`src/rtl/mem_port_arbiter.sv`:
```
// mem_port_arbiter: shares one single-ported, fixed-latency memory between the
// core's instruction-fetch (I) and data-access (D) ports. One access is in
// flight at a time. D has fixed priority over I because the MEM stage is older
// in program order. Each access produces a single M_EN pulse and a single
// one-cycle DONE pulse on the granted port.
//
// Optional feature: define ARB_STARVE_GUARD_EN to enable a starvation guard.
// It forces an I grant after STARVE_LIMIT consecutive D grants made while
// I_REQ was pending. Without the macro, arbitration is strict D-over-I.
module mem_port_arbiter #(
  parameter int unsigned ADDR_W       = 32,
  parameter int unsigned DATA_W       = 32,
  parameter int unsigned MEM_LATENCY  = 1,   // legal range 1..15
  parameter int unsigned STARVE_LIMIT = 4
) (
  input  logic              CLK,
  input  logic              RESET,
  // instruction-fetch port
  input  logic              I_REQ,
  input  logic [ADDR_W-1:0] I_ADDR,
  output logic [DATA_W-1:0] I_RDATA,
  output logic              I_DONE,
  // data-access port
  input  logic              D_REQ,
  input  logic              D_WE,
  input  logic [ADDR_W-1:0] D_ADDR,
  input  logic [DATA_W-1:0] D_WDATA,
  output logic [DATA_W-1:0] D_RDATA,
  output logic              D_DONE,
  // memory side
  output logic              M_EN,
  output logic              M_WE,
  output logic [ADDR_W-1:0] M_ADDR,
  output logic [DATA_W-1:0] M_WDATA,
  input  logic [DATA_W-1:0] M_RDATA,
  // status
  output logic              ARB_BUSY,
  output logic              GRANT_D
);

  typedef enum logic [1:0] {
    StIdle,
    StIssue,
    StWait
  } state_e;

  localparam logic [3:0] LatInit = 4'(MEM_LATENCY);

  state_e     state_q;
  logic [3:0] lat_cnt_q;
  // Remembers whether the in-flight access is a write, since M_WE is dropped
  // after the issue cycle.
  logic       acc_we_q;

  // High when the starvation guard must hand the next arbitration to I.
  logic       starve_hit;
  // Arbitration outcome in IDLE: grant D this edge.
  logic       grant_d_now;

`ifdef ARB_STARVE_GUARD_EN
  logic [3:0] starve_cnt_q;

  assign starve_hit = (starve_cnt_q == 4'(STARVE_LIMIT));

  // Count D grants made while I waits; clear on any I grant or idle I.
  always_ff @(posedge CLK or posedge RESET) begin
    if (RESET) begin
      starve_cnt_q <= 4'd0;
    end else if (state_q == StIdle) begin
      if (!I_REQ) begin
        starve_cnt_q <= 4'd0;
      end else if (grant_d_now) begin
        starve_cnt_q <= starve_cnt_q + 4'd1;
      end else begin
        starve_cnt_q <= 4'd0;
      end
    end
  end
`else
  // Guard absent: constant zero, the term only keeps the parameter referenced.
  assign starve_hit = 1'b0 & (STARVE_LIMIT != 0);
`endif

  // D wins unless the guard says I has waited long enough.
  always_comb begin
    grant_d_now = D_REQ && !(I_REQ && starve_hit);
  end

  // Arbitration FSM with registered memory strobes, read data and DONE pulses.
  always_ff @(posedge CLK or posedge RESET) begin
    if (RESET) begin
      state_q   <= StIdle;
      lat_cnt_q <= 4'd0;
      acc_we_q  <= 1'b0;
      M_EN      <= 1'b0;
      M_WE      <= 1'b0;
      M_ADDR    <= '0;
      M_WDATA   <= '0;
      I_RDATA   <= '0;
      D_RDATA   <= '0;
      I_DONE    <= 1'b0;
      D_DONE    <= 1'b0;
      ARB_BUSY  <= 1'b0;
      GRANT_D   <= 1'b0;
    end else begin
      // DONE is a single-cycle pulse; only the WAIT exit re-raises it.
      I_DONE <= 1'b0;
      D_DONE <= 1'b0;
      unique case (state_q)
        StIdle: begin
          if (grant_d_now) begin
            M_EN     <= 1'b1;
            M_WE     <= D_WE;
            M_ADDR   <= D_ADDR;
            M_WDATA  <= D_WDATA;
            acc_we_q <= D_WE;
            GRANT_D  <= 1'b1;
            ARB_BUSY <= 1'b1;
            state_q  <= StIssue;
          end else if (I_REQ) begin
            M_EN     <= 1'b1;
            M_WE     <= 1'b0;
            M_ADDR   <= I_ADDR;
            acc_we_q <= 1'b0;
            GRANT_D  <= 1'b0;
            ARB_BUSY <= 1'b1;
            state_q  <= StIssue;
          end
        end
        StIssue: begin
          M_EN      <= 1'b0;
          M_WE      <= 1'b0;
          lat_cnt_q <= LatInit;
          state_q   <= StWait;
        end
        StWait: begin
          lat_cnt_q <= lat_cnt_q - 4'd1;
          // Count of 1 marks the cycle in which M_RDATA is valid.
          if (lat_cnt_q == 4'd1) begin
            if (GRANT_D) begin
              if (!acc_we_q) begin
                D_RDATA <= M_RDATA;
              end
              D_DONE <= 1'b1;
            end else begin
              I_RDATA <= M_RDATA;
              I_DONE  <= 1'b1;
            end
            ARB_BUSY <= 1'b0;
            state_q  <= StIdle;
          end
        end
        default: begin
          state_q  <= StIdle;
          ARB_BUSY <= 1'b0;
          M_EN     <= 1'b0;
          M_WE     <= 1'b0;
        end
      endcase
    end
  end

endmodule
```
`config.mk`:
```
export PLATFORM = sky130hd
export DESIGN_NAME = mem_port_arbiter
export DESIGN_NICKNAME = d
export VERILOG_FILES = /design/src/rtl/mem_port_arbiter.sv
export SDC_FILE = /design/constraint.sdc
export NUM_CORES = 1
export LEC_CHECK = 0
export BUFFER_PORTS_ARGS = -buffer_cell sky130_fd_sc_hd__clkbuf_2
export CAP_MARGIN = 20
export CORE_ASPECT_RATIO = 0.9
export CORE_MARGIN = 2
export CORE_UTILIZATION = 45
export DETAILED_ROUTE_END_ITERATION = 10
export HOLD_SLACK_MARGIN = 0.15
export PLACE_DENSITY = 0.83
export SKIP_CTS_REPAIR_TIMING = 1
export SLEW_MARGIN = 5
export SYNTH_ARGS = -nofsm -noshare
export SYNTH_HDL_FRONTEND = slang
export SYNTH_SLANG_ARGS = --single-unit
```
`constraint.sdc`:
```
create_clock -name CLK -period 5.8 [get_ports CLK]
set_input_delay 0 -clock CLK [delete_from_list [all_inputs] [get_ports CLK]]
set_output_delay 0 -clock CLK [all_outputs]
set_load 0.005 [all_outputs]
```
# After elaboration in Yosys (flattened, before gate mapping)
# Index checks and enable logic that the tools add are counted.
# W data, S select, Z words.
dict set report word_totals {
  register_bits 141
  inputBits 133
  output_inout_bits 134
  word_cells 55
}
dict set report classes {
  add_sub_neg 1
  n_eq_ne 5
  muxes 22
  bitwise_logic 4
  n_reduce_logical 10
}
# operator count
set ops {}
lappend ops {{$mux W32} 2}
lappend ops {{$mux W1} 12}
lappend ops {{$pmux W4 S2} 1}
lappend ops {{$reduce_and A2 Y1} 4}
lappend ops {{$mux W2} 3}
lappend ops {{$pmux W2 S3} 1}
lappend ops {{$reduce_and A3 Y1} 2}
lappend ops {{$eq A4 B1 Y1 const B} 1}
lappend ops {{$not A1 Y1} 4}
lappend ops {{$pmux W1 S2} 2}
lappend ops {{$reduce_and A4 Y1} 1}
lappend ops {{$reduce_bool A2 Y1} 2}
lappend ops {{$sub A4 B1 Y4 const B} 1}
lappend ops {{$ne A3 B3 Y1 const B} 1}
lappend ops {{$pmux W1 S3} 1}
lappend ops {{$eq A2 B1 Y1 const B} 1}
lappend ops {{$eq A2 B2 Y1 const B} 1}
lappend ops {{$logic_not A2 Y1} 1}
lappend ops {{$ne A2 B2 Y1 const B} 1}

# Depth between registers and ports, before layout
dict set report depth {
  ltp_word 3
  mapped_depth 8
  depth_no_buf 5
}

# Worst setup path after synthesis
# OpenSTA, ideal clock, no wires.
dict set report synth_timing {
  kind {register -> register}
  from {register state_q[0]}
  to {register I_RDATA[0]}
  arrival_ps 1618
  required_ps 5675
  path_slack_ps 4057
  stages_incl_launch_ff 8
  n_path_buf 2
  synth_period_minus_slack_ps 1743
  cell_sequence {dfrtp_1 inv_1 ha_1 and4bb_4 nor2b_4 buf_6 buf_12 mux2_4}
}
dict set report synth_via {
  elab_chain_cells 2
}
# element line
set synth_rtl {}
lappend synth_rtl {{start, declared} 49} ;# state_e state_q;
lappend synth_rtl {{start signal, assigned} 92} ;# state_q <= StIdle;
lappend synth_rtl {{start signal, assigned} 119} ;# state_q <= StIssue;
lappend synth_rtl {{start signal, assigned} 127} ;# state_q <= StIssue;
lappend synth_rtl {{$eq A2 B2 Y1} 109} ;# unique case (state_q)
lappend synth_rtl {{$reduce_and A3 Y1 (no source line)} --}
lappend synth_rtl {{end signal, assigned} 99} ;# I_RDATA <= '0;
lappend synth_rtl {{end signal, assigned} 146} ;# I_RDATA <= M_RDATA;
lappend synth_rtl {{end, declared} 21} ;# output logic [DATA_W-1:0] I_RDATA,
# Every way passes these cells.
# A chain may end at the register's enable or synchronous reset.

# Final worst setup path
dict set report layout_timing {
  from {register state_q[0]}
  to {register I_RDATA[15]}
}
# Same word-level chain as after synthesis.

==> results.py <==
metrics = {
    "placement": {
        "io_buffers": 266,
        "routabilityCongestion": 0.764,
        "hpwl_um": 9780,
        "placedCellCount": 814,
        "dp_slack_ps": 3360,
    },
    "worst_setup_path": {
        "critical_path_class": "flip-flop to flip-flop",
        "crit_fanout": 33,
        "cp.required_ps": 6090,
        "arrival_ps": 2730,
        "cp-start-kind": "flip-flop",
        "reg2reg_depth": 6,
        "critPathCaptureType": "flip-flop",
    },
    "cells_and_area": {
        "fin_nets": 944,
        "drive_gt1_share_pct": 48.8,
        "syn2layout_area_growth_pct": 57.9,
        "fin_cells": 982,
        "n_antenna_cell": 0,
    },
    "logic_synthesis": {
        "netlist_top_cells_count": "dfrtp_1 (141), mux2_2 (65), nand2_1 (36)",
        "yosys_warnings": 0,
        "ys_seq_area_share_pct": 60.4,
        "ys_ff_latch": 141,
        "async_flop_share_pct": 100,
        "synth_edf_count": 0,
        "netlist_area_sq_um": 5840,
        "synth_top_area_cell": "dfrtp_1",
        "synth_top_area_share_pct": 60.4,
        "post-synth-top-count-cell": "dfrtp_1",
        "netlist_top_cells_area": "dfrtp_1 (60%), mux2_2 (13%), mux2_4 (7.5%)",
        "avgSynthCellArea_sq_um": 14.5,
        "synth_flop_cell": "dfrtp_1",
        "synth_cell_types": 34,
        "synth_nets": 540,
        "netlist_instances": 402,
    },
    "timing": {
        "setup_viol": 0,
        "hold_violations": 0,
        "period_minus_slack_ps": 2440,
        "tightest_slew_ps": 891,
        "fin_ws_ps": 3360,
        "relSlewSlack_pct": 40.6,
        "skew_ps": 9.12,
        "fmax_ghz": 0.410,
        "layout_worst_path_cycle_share_pct": 42.1,
        "maxSlewViolCount": 0,
        "rsz0062_at_grt": "false",
        "tns_ps": 0,
        "hold_ws_ps": 253,
    },
    "outcome": {
        "status": "completed",
    },
    "route": {
        "first_pass_iters": 4,
        "vias_per_cell": 4.93,
        "ant_nets": 0,
        "vias": 4845,
        "wire_per_inst_um": 17.5,
        "drc": 0,
        "drtIter0Drc": 236,
        "wirelength_um": 17200,
    },
    "cts": {
        "clockRootBuffer": "clkbuf_16",
        "numCtsBuffers": 17,
        "htree_levels": 4,
        "cts_sinks": 141,
        "clkTransAtPathRegs_ps": 60,
        "clkLatencyLatePin_ps": 410,
        "cts_tree": "yes",
        "ctsLongestPathBuffers": 2,
    },
    "floorplanning": {
        "rows": 39,
        "die_w_um": 124,
        "initial_utilization_pct": 46.0,
        "die_h_um": 112,
        "dieArea_sq_um": 13900,
        "core_sq_um": 12700,
        "io_pins": 267,
    },
    "power": {
        "p_leak_nw": 4.65,
        "peakVddDrop_uv": 322,
        "power.density_nw_per_um2": 500,
    },
    "global_routing": {
        "grt_antenna_before_repair": 0,
        "grt_pass1_vias": 4286,
        "grt_pass1_wl_um": 20500,
        "grt.overflow.total": 0,
        "grt_start_max_net_pins": 75,
        "grt.total_usage_pct": 19.3,
    },
    "flow_run": {
        "max-cap-violations": 0,
    },
    "worst_hold_path": {
        "min_path_type": "primary input to asynchronous set/reset pin",
    },
}
report_power, final:
group          switching, mW  internal [mW]  leakage, nW
logic                  0.741          0.977         2.67
registers              0.311           1.48         1.69
clock network          0.406          0.696        0.289
kinds of logic after synthesis:
logic type | after synthesis | synth area share [%]
DFF | 141 | 60.4
and+or+nand+nor | 50 | 4.22
muxes | 129 | 26.0
AOI/OAI and AO/OA | 47 | 4.71
adders and majority gates | 5 | 1.07
buffers and inverters | 30 | 3.53
flip-flops by register name (all words and copies together) (netlist names):
register,count
lat_cnt_q,4
acc_we_q,1
ARB_BUSY,1
I_RDATA,32
M_WE,1
M_EN,1
M_WDATA,32
state_q,2
GRANT_D,1
D_DONE,1
D_RDATA,32
I_DONE,1
M_ADDR,32
area by class of cell:
class | instances | area, sq um
clock inverters | 10 | 138
multi-input cells | 231 | 2120
clock buffers | 21 | 460
inverters | 7 | 31.3
fillers | 808 | 3470
well taps | 164 | 205
flip-flops and latches | 141 | 3530
repair buffers | 408 | 2740
layer usage:
layer | wire [um] | share of wire, % | vias up | global-route usage (%)
met5 | 0 | 0 | - | 0
met4 | 399 | 2.3 | 0 | 7.42
met3 | 1310 | 7.6 | 39 | 7.11
met2 | 8900 | 52 | 226 | 33.2
met1 | 6560 | 38 | 2370 | 21.7
li1 | - | - | 2210 | -
metrics by stage:
step                cell area, sq um  util [%]  power [mW]
floorplan                       5840         -        2.65
global placement                7250      57.1        3.25
detailed placement              7250      57.1        3.36
CTS                             7850      61.9        4.47
global route                    9220      72.7        4.89
finish                          9220      72.7        4.61
final timing paths:
check / start / to / slack [ps]
worst max-delay path: state_q[0]$_DFFE_PP0P_ / I_RDATA[15]$_DFFE_PP0P_ / 3360
worst min-delay path: RESET / M_WDATA[2]$_DFFE_PP0P_ / 250
worst max register to register: state_q[0]$_DFFE_PP0P_ / I_RDATA[15]$_DFFE_PP0P_ / 3360
worst min register to register: M_ADDR[10]$_DFFE_PP0P_ / M_ADDR[10]$_DFFE_PP0P_ / 480
max in group asynchronous: RESET / D_RDATA[12]$_DFFE_PP0P_ / 4220
min in group CLK: D_REQ / acc_we_q$_DFFE_PP0P_ / 350
cells in the final DEF (no fill, tap or decap), types with 2 or more instances in the layout:
cell type / Yosys / layout
o21ai_0: 34 / 34
buf_4: 0 / 5
clkbuf_8: 0 / 2
o22a_1: 2 / 2
a32o_1: 2 / 2
dfrtp_1: 141 / 141
inv_1: 7 / 6
clkinv_2: 0 / 3
clkbuf_2: 0 / 266
dlygate4sd3_1: 0 / 137
inv_6: 0 / 2
mux2_4: 29 / 29
mux2_1: 3 / 3
clkinvlp_4: 0 / 2
mux2_2: 65 / 65
and2_1: 2 / 2
nor2_1: 3 / 3
nand2_1: 36 / 36
bufinv_16: 0 / 3
clkbuf_16: 0 / 17
ha_1: 5 / 5
clkbuf_1: 4 / 2
mux2i_1: 32 / 32
nand3_1: 2 / 2
critical path, cell delays in order (launching register included):
cell	delay [ps]
dfrtp_1	390
inv_1	100
ha_1	450
and4bb_4	330
nor2b_4	140
buf_4	500
mux2_2	400
Note: power is estimated with default switching activity, not from simulation.
